### config.mk
export PLATFORM = sky130hd
export DESIGN_NAME = led_uart_reporter
export DESIGN_NICKNAME = d
export VERILOG_FILES = /design/src/rtl/led_uart_pkg.sv /design/src/rtl/led_uart_tx.sv /design/src/rtl/led_uart_reporter.sv
export SDC_FILE = /design/constraint.sdc
export NUM_CORES = 1
export LEC_CHECK = 0
export ABC_AREA = 1
export BUFFER_PORTS_ARGS = -buffer_cell sky130_fd_sc_hd__buf_4
export CAP_MARGIN = 10
export CORE_MARGIN = 4
export CORE_UTILIZATION = 45
export DETAILED_ROUTE_END_ITERATION = 10
export PLACE_DENSITY_LB_ADDON = 0.05
export SETUP_SLACK_MARGIN = 0.2
export SLEW_MARGIN = 20
export SYNTH_ARGS = -nofsm -noshare
export SYNTH_HDL_FRONTEND = slang
export SYNTH_SLANG_ARGS = --single-unit
### constraint.sdc
create_clock -name Clock -period 2.65 [get_ports Clock]
set_clock_uncertainty 0.2 [all_clocks]
set_input_delay 0.1325 -clock Clock [delete_from_list [all_inputs] [get_ports Clock]]
set_output_delay 0.1325 -clock Clock [all_outputs]
set_load 0.01 [all_outputs]
### src/rtl/led_uart_pkg.sv
// rtl/led_uart_pkg.sv - shared constants and TX state type for the LED UART reporter
package led_uart_pkg;

    localparam int UART_DATA_BITS       = 8;
    localparam int DEFAULT_CLKS_PER_BIT = 16;
    localparam int DEFAULT_FIFO_DEPTH   = 4;

    typedef enum logic [1:0] {
        TX_IDLE  = 2'd0,
        TX_START = 2'd1,
        TX_DATA  = 2'd2,
        TX_STOP  = 2'd3
    } tx_state_e;

endpackage

### src/rtl/led_uart_tx.sv
// rtl/led_uart_tx.sv - 8N1 serialiser: FSM, bit timer and shift register
module led_uart_tx
    import led_uart_pkg::*;
#(
    parameter int CLKS_PER_BIT = DEFAULT_CLKS_PER_BIT
) (
    input  logic                      Clock,
    input  logic                      Reset,
    input  logic                      iValid,
    input  logic [UART_DATA_BITS-1:0] iData,
    output logic                      oReady,
    output logic                      oTxd
);

    localparam int CW = (CLKS_PER_BIT > 1) ? $clog2(CLKS_PER_BIT) : 1;
    localparam int BW = $clog2(UART_DATA_BITS);
    localparam logic [CW-1:0] CNT_MAX  = CW'(CLKS_PER_BIT - 1);
    localparam logic [BW-1:0] LAST_BIT = BW'(UART_DATA_BITS - 1);

    tx_state_e                 state_q, state_d;
    logic [CW-1:0]             clk_cnt_q, clk_cnt_d;
    logic [BW-1:0]             bit_cnt_q, bit_cnt_d;
    logic [UART_DATA_BITS-1:0] shift_q, shift_d;
    logic                      txd_q, txd_d;
    logic                      bit_done;

    assign bit_done = (clk_cnt_q == CNT_MAX);
    assign oReady   = (state_q == TX_IDLE);
    assign oTxd     = txd_q;

    always_comb begin
        state_d   = state_q;
        clk_cnt_d = clk_cnt_q;
        bit_cnt_d = bit_cnt_q;
        shift_d   = shift_q;
        txd_d     = 1'b1;
        case (state_q)
            TX_IDLE: begin
                clk_cnt_d = '0;
                if (iValid) begin
                    shift_d   = iData;
                    bit_cnt_d = '0;
                    state_d   = TX_START;
                end
            end
            default: begin
                clk_cnt_d = bit_done ? '0 : clk_cnt_q + CW'(1);
                if (bit_done) begin
                    case (state_q)
                        TX_START: state_d = TX_DATA;
                        TX_DATA: begin
                            shift_d = shift_q >> 1;
                            if (bit_cnt_q == LAST_BIT) begin
                                state_d = TX_STOP;
                            end else begin
                                bit_cnt_d = bit_cnt_q + BW'(1);
                            end
                        end
                        TX_STOP: state_d = TX_IDLE;
                        default: ;
                    endcase
                end
            end
        endcase
        // Line level follows the current state, so it lags the FSM by one cycle
        case (state_q)
            TX_START: txd_d = 1'b0;
            TX_DATA:  txd_d = shift_q[0];
            default:  txd_d = 1'b1;
        endcase
    end

    always_ff @(posedge Clock or posedge Reset) begin
        if (Reset) begin
            state_q   <= TX_IDLE;
            clk_cnt_q <= '0;
            bit_cnt_q <= '0;
            shift_q   <= '0;
            txd_q     <= 1'b1;
        end else begin
            state_q   <= state_d;
            clk_cnt_q <= clk_cnt_d;
            bit_cnt_q <= bit_cnt_d;
            shift_q   <= shift_d;
            txd_q     <= txd_d;
        end
    end

endmodule

### src/rtl/led_uart_reporter.sv
// rtl/led_uart_reporter.sv - LED change detector, FIFO and overflow flag feeding the UART serialiser
module led_uart_reporter
    import led_uart_pkg::*;
#(
    parameter int CLKS_PER_BIT = DEFAULT_CLKS_PER_BIT,
    parameter int FIFO_DEPTH   = DEFAULT_FIFO_DEPTH
) (
    input  logic                      Clock,
    input  logic                      Reset,
    input  logic [UART_DATA_BITS-1:0] iLed,
    output logic                      oTxd,
    output logic                      oBusy,
    output logic                      oOverflow
);

    localparam int AW = $clog2(FIFO_DEPTH);

    logic [UART_DATA_BITS-1:0] prev_led_q;
    logic [UART_DATA_BITS-1:0] mem_q [FIFO_DEPTH];
    logic [AW:0]               wr_ptr_q, rd_ptr_q;
    logic                      overflow_q;
    logic                      empty, full, push, pop, push_ok, tx_ready;

    assign empty   = (wr_ptr_q == rd_ptr_q);
    assign full    = (wr_ptr_q[AW] != rd_ptr_q[AW]) && (wr_ptr_q[AW-1:0] == rd_ptr_q[AW-1:0]);
    assign push    = (iLed != prev_led_q);
    assign pop     = !empty && tx_ready;
    // A pop in the same cycle frees the slot, so a full FIFO can still take the push
    assign push_ok = push && (!full || pop);

    always_ff @(posedge Clock or posedge Reset) begin
        if (Reset) begin
            prev_led_q <= '0;
            wr_ptr_q   <= '0;
            rd_ptr_q   <= '0;
            overflow_q <= 1'b0;
        end else begin
            prev_led_q <= iLed;
            if (push_ok) begin
                wr_ptr_q <= wr_ptr_q + (AW + 1)'(1);
            end
            if (pop) begin
                rd_ptr_q <= rd_ptr_q + (AW + 1)'(1);
            end
            if (push && !push_ok) begin
                overflow_q <= 1'b1;
            end
        end
    end

    always_ff @(posedge Clock) begin
        if (push_ok) begin
            mem_q[wr_ptr_q[AW-1:0]] <= iLed;
        end
    end

    led_uart_tx #(
        .CLKS_PER_BIT(CLKS_PER_BIT)
    ) u_tx (
        .Clock (Clock),
        .Reset (Reset),
        .iValid(!empty),
        .iData (mem_q[rd_ptr_q[AW-1:0]]),
        .oReady(tx_ready),
        .oTxd  (oTxd)
    );

    assign oBusy     = !tx_ready || !empty;
    assign oOverflow = overflow_q;

endmodule

==> impl_metrics.py <==
metrics = {
    "run_status": {
        "outcome": "completed",
    },
    "clocking": {
        "clk_root_buffer_cell": "clkbuf_8",
        "insertion_delay_ns": 0.34,
        "htree_levels": 3,
        "cts.clk_slew.worst_paths_ns": 0.08,
        "cts_buffer_depth": 2,
        "cts_setup_buffers": 0,
        "cts_tree": "built",
        "cts_buffers": 9,
        "cts.sinks": 65,
    },
    "layout": {
        "syn_to_final_growth_pct": 15.87,
        "num_antenna_cells": 0,
        "final_cell_mix": "nand2_1, nand3_1, edfxtp_1, dfrtp_1, inv_1",
        "mostFrequentLayoutCell": "nand2_1",
        "drive_gt1_share_pct": 13.90,
        "fin_nets": 348,
        "fill_cells": 544,
    },
    "setup_path": {
        "crit_path_cell_trace": "xnor2_1 > nand4_2 > buf_4",
        "crit_required_ns": 2.32,
        "crit_start": "rd_ptr_q[1]$_DFFE_PP0P_",
        "end_kind": "output pin",
        "reg2reg_from": "u_tx.state_q[0]$_DFFE_PP0P_",
        "r2r_end": "mem_q[0][6]$_DFFE_PP_",
        "worst_ep_arrival_time_ns": 1.86,
        "crit_buf_inv": 1,
        "cp_num_cells": 3,
        "crit_type": "flip-flop to output pin",
        "regToRegSetupSlack_ns": 0.58,
        "cp_max_fo": 13,
        "reg2reg_depth": 7,
        "cpLargestDelayFamily": "flip-flops",
        "cpPeakStageDelay_ns": 0.53,
        "cp-endpoint": "oBusy",
        "start_kind": "flip-flop",
        "crit_path_top_delay_cell": "dfrtp_1",
    },
    "grt": {
        "grt_pass1_vias": 1844,
        "grt_pass1_wl_um": 9301,
        "grt_use_total_pct": 16.21,
        "grt_overflow_total": 0,
        "antenna_found_initial": 0,
        "grt_max_degree": 23,
    },
    "logic_synthesis": {
        "synth_seq_cells": 65,
        "muxShareOfSynthArea_pct": 0,
        "synth_top_family_by_area": "simple AND/OR/NAND/NOR gates",
        "syn_area_per_cell_um2": 9.976,
        "yosysWarnings": 0,
        "yosysSeqAreaShare_pct": 60.96,
        "yosysUniqueCellTypes": 25,
        "syn_area_um2": 2933,
        "synthXorXnorAreaFrac_pct": 3.840,
        "synthCells": 294,
        "synthSimpleGateAreaFrac_pct": 24.10,
        "synth_nets": 316,
        "synth_fa_ha_area_share_pct": 5.119,
        "synth_compound_gate_area_share_pct": 1.024,
    },
    "pwr": {
        "p_per_area_nw_per_um2": 1178,
        "p_leak_nw": 1.574,
        "irDropWorstVdd_mv": 0.4927,
    },
    "sta": {
        "tightest_slew_ns": 0.4340,
        "slew_headroom_pct": 71.04,
        "fin_setup_tns_ns": 0,
        "clock.fmax_mhz": 455.2,
        "maxSlewViolCount": 0,
        "fin_crit_ns": 2.197,
        "rsz0062_at_grt": "false",
        "finalSetupViolations": 0,
        "setup_slack_ns": 0.4531,
        "final-hold-violation-count": 0,
        "fin_crit_sh_pct": 82.90,
    },
    "die": {
        "die_area_um2": 7873,
        "core_um2": 6350,
        "initial_core_util_pct": 46.19,
        "fp-row-count": 29,
        "die_w_um": 88.73,
        "ios": 13,
        "die_h_um": 88.73,
    },
    "min_path": {
        "hold_path_class": "input port to async pin",
    },
    "placed_design": {
        "post-place-ws_ns": 0.4653,
        "place_congestion": 0.7917,
        "hpwl_um": 3781,
        "port_buffers": 12,
    },
    "drt": {
        "drtIter0Drc": 119,
        "wl_um": 5337,
        "num_vias": 1954,
        "wl_per_cell_um": 13.08,
        "via_per_inst": 4.789,
        "drc": 0,
        "drt-pass1-iter-count": 4,
        "postRouteAntennaNets": 0,
    },
    "job": {
        "cap_violations": 0,
    },
}
worst min-delay path by stage:
stage                                       end  cells after the start
floorplan               prev_led_q[0]$_DFF_PP0_                      0
global placement    u_tx.shift_q[0]$_DFFE_PP0P_                      2
detailed placement  u_tx.shift_q[0]$_DFFE_PP0P_                      2
CTS                 u_tx.state_q[0]$_DFFE_PP0P_                      3
global route        u_tx.shift_q[0]$_DFFE_PP0P_                      3
finish              u_tx.shift_q[6]$_DFFE_PP0P_                      3
where the power goes:
| part | total, mW | leakage, nW | internal, mW | switching (mW) |
|---|---|---|---|---|
| clock network | 0.794 | 0.0892 | 0.359 | 0.435 |
| registers | 1.67 | 0.701 | 1.47 | 0.197 |
| logic | 1.54 | 0.783 | 0.576 | 0.961 |
| total | 4.00 | 1.57 | 2.41 | 1.59 |
cell families (layout without fill, tap and decap cells):
kind of cell               count (synthesis)  count (layout)
AOI/OAI and AO/OA                          6               6
xor gates and xnor gates                  12              12
adders and majority gates                 12              12
buffers and inverters                     32              69
DFF                                       65              65
and+or+nand+nor                          167             167
registers in the layout (all words and copies together), names as in the netlist:
name            count
u_tx.clk_cnt_q      4
prev_led_q          8
rd_ptr_q            3
wr_ptr_q            3
u_tx.state_q        2
u_tx.bit_cnt_q      3
u_tx.shift_q        8
oOverflow           1
mem_q              32
u_tx.oTxd           1
Yosys cell counts, drive strengths merged:
master    n  area [um^2]
clkbuf    1        3.750
xor2      3        26.28
dfrtp    32        800.8
clkinv    1        3.750
nand2b    1        6.260
nor2     20        80.07
xnor2     9        86.34
nand4     2        18.77
dfstp     1        26.28
ha       12        150.1
o21ai     2        10.01
nand3    41        205.2
or2       1        6.260
inv      24        90.08
edfxtp   32        960.9
a21oi     4        20.02
nand2   102        390.4
buf       6        47.54
metal layers:
metal  up-vias  routed length (um)  global-route usage, %
met2        33                2489                  24.36
met5         -                   0                      0
li1       1018                   -                      -
met3         9                 155                  3.631
met1       894                2583                  22.36
met4         0                 108                  7.418
through the flow:
step / std cells / hold WS (ns) / total power [mW] / cell area [um^2] / utilization, %
3_3_place_gp: 383 / -0.03503 / 3.232 / 3120 / 49.14
4_1_cts: 408 / 0.1527 / 4.039 / 3396 / 53.48
6_report: 408 / 0.1498 / 4.002 / 3398 / 53.52
2_1_floorplan: 294 / -0.03607 / 2.846 / 2933 / -
3_5_place_dp: 383 / -0.03786 / 3.223 / 3120 / 49.14
5_1_grt: 408 / 0.1801 / 4.372 / 3398 / 53.52
cell type report:
class | instances | area [um^2] | share of cell area (%)
clock inverter | 7 | 61.31 | 1.804
tap | 77 | 96.34 | 2.835
sequential | 65 | 1788 | 52.61
clock buffer | 9 | 123.9 | 3.645
timing repair buffer | 28 | 232.7 | 6.848
multi-input combinational | 197 | 1002 | 29.49
inverter | 25 | 93.84 | 2.761
repair_timing:
item	in CTS	in global routing
hold endpoints to repair	51	0
endpoints found under the setup margin	0	1
resized for setup	0	1
hold buffers	9	0
tightest hold or removal path: stages:
cell and delay, ns:
dlygate4sd3_1 0.54, buf_4 0.13, inv_1 0.32
Note: power is estimated with default switching activity, not from simulation.
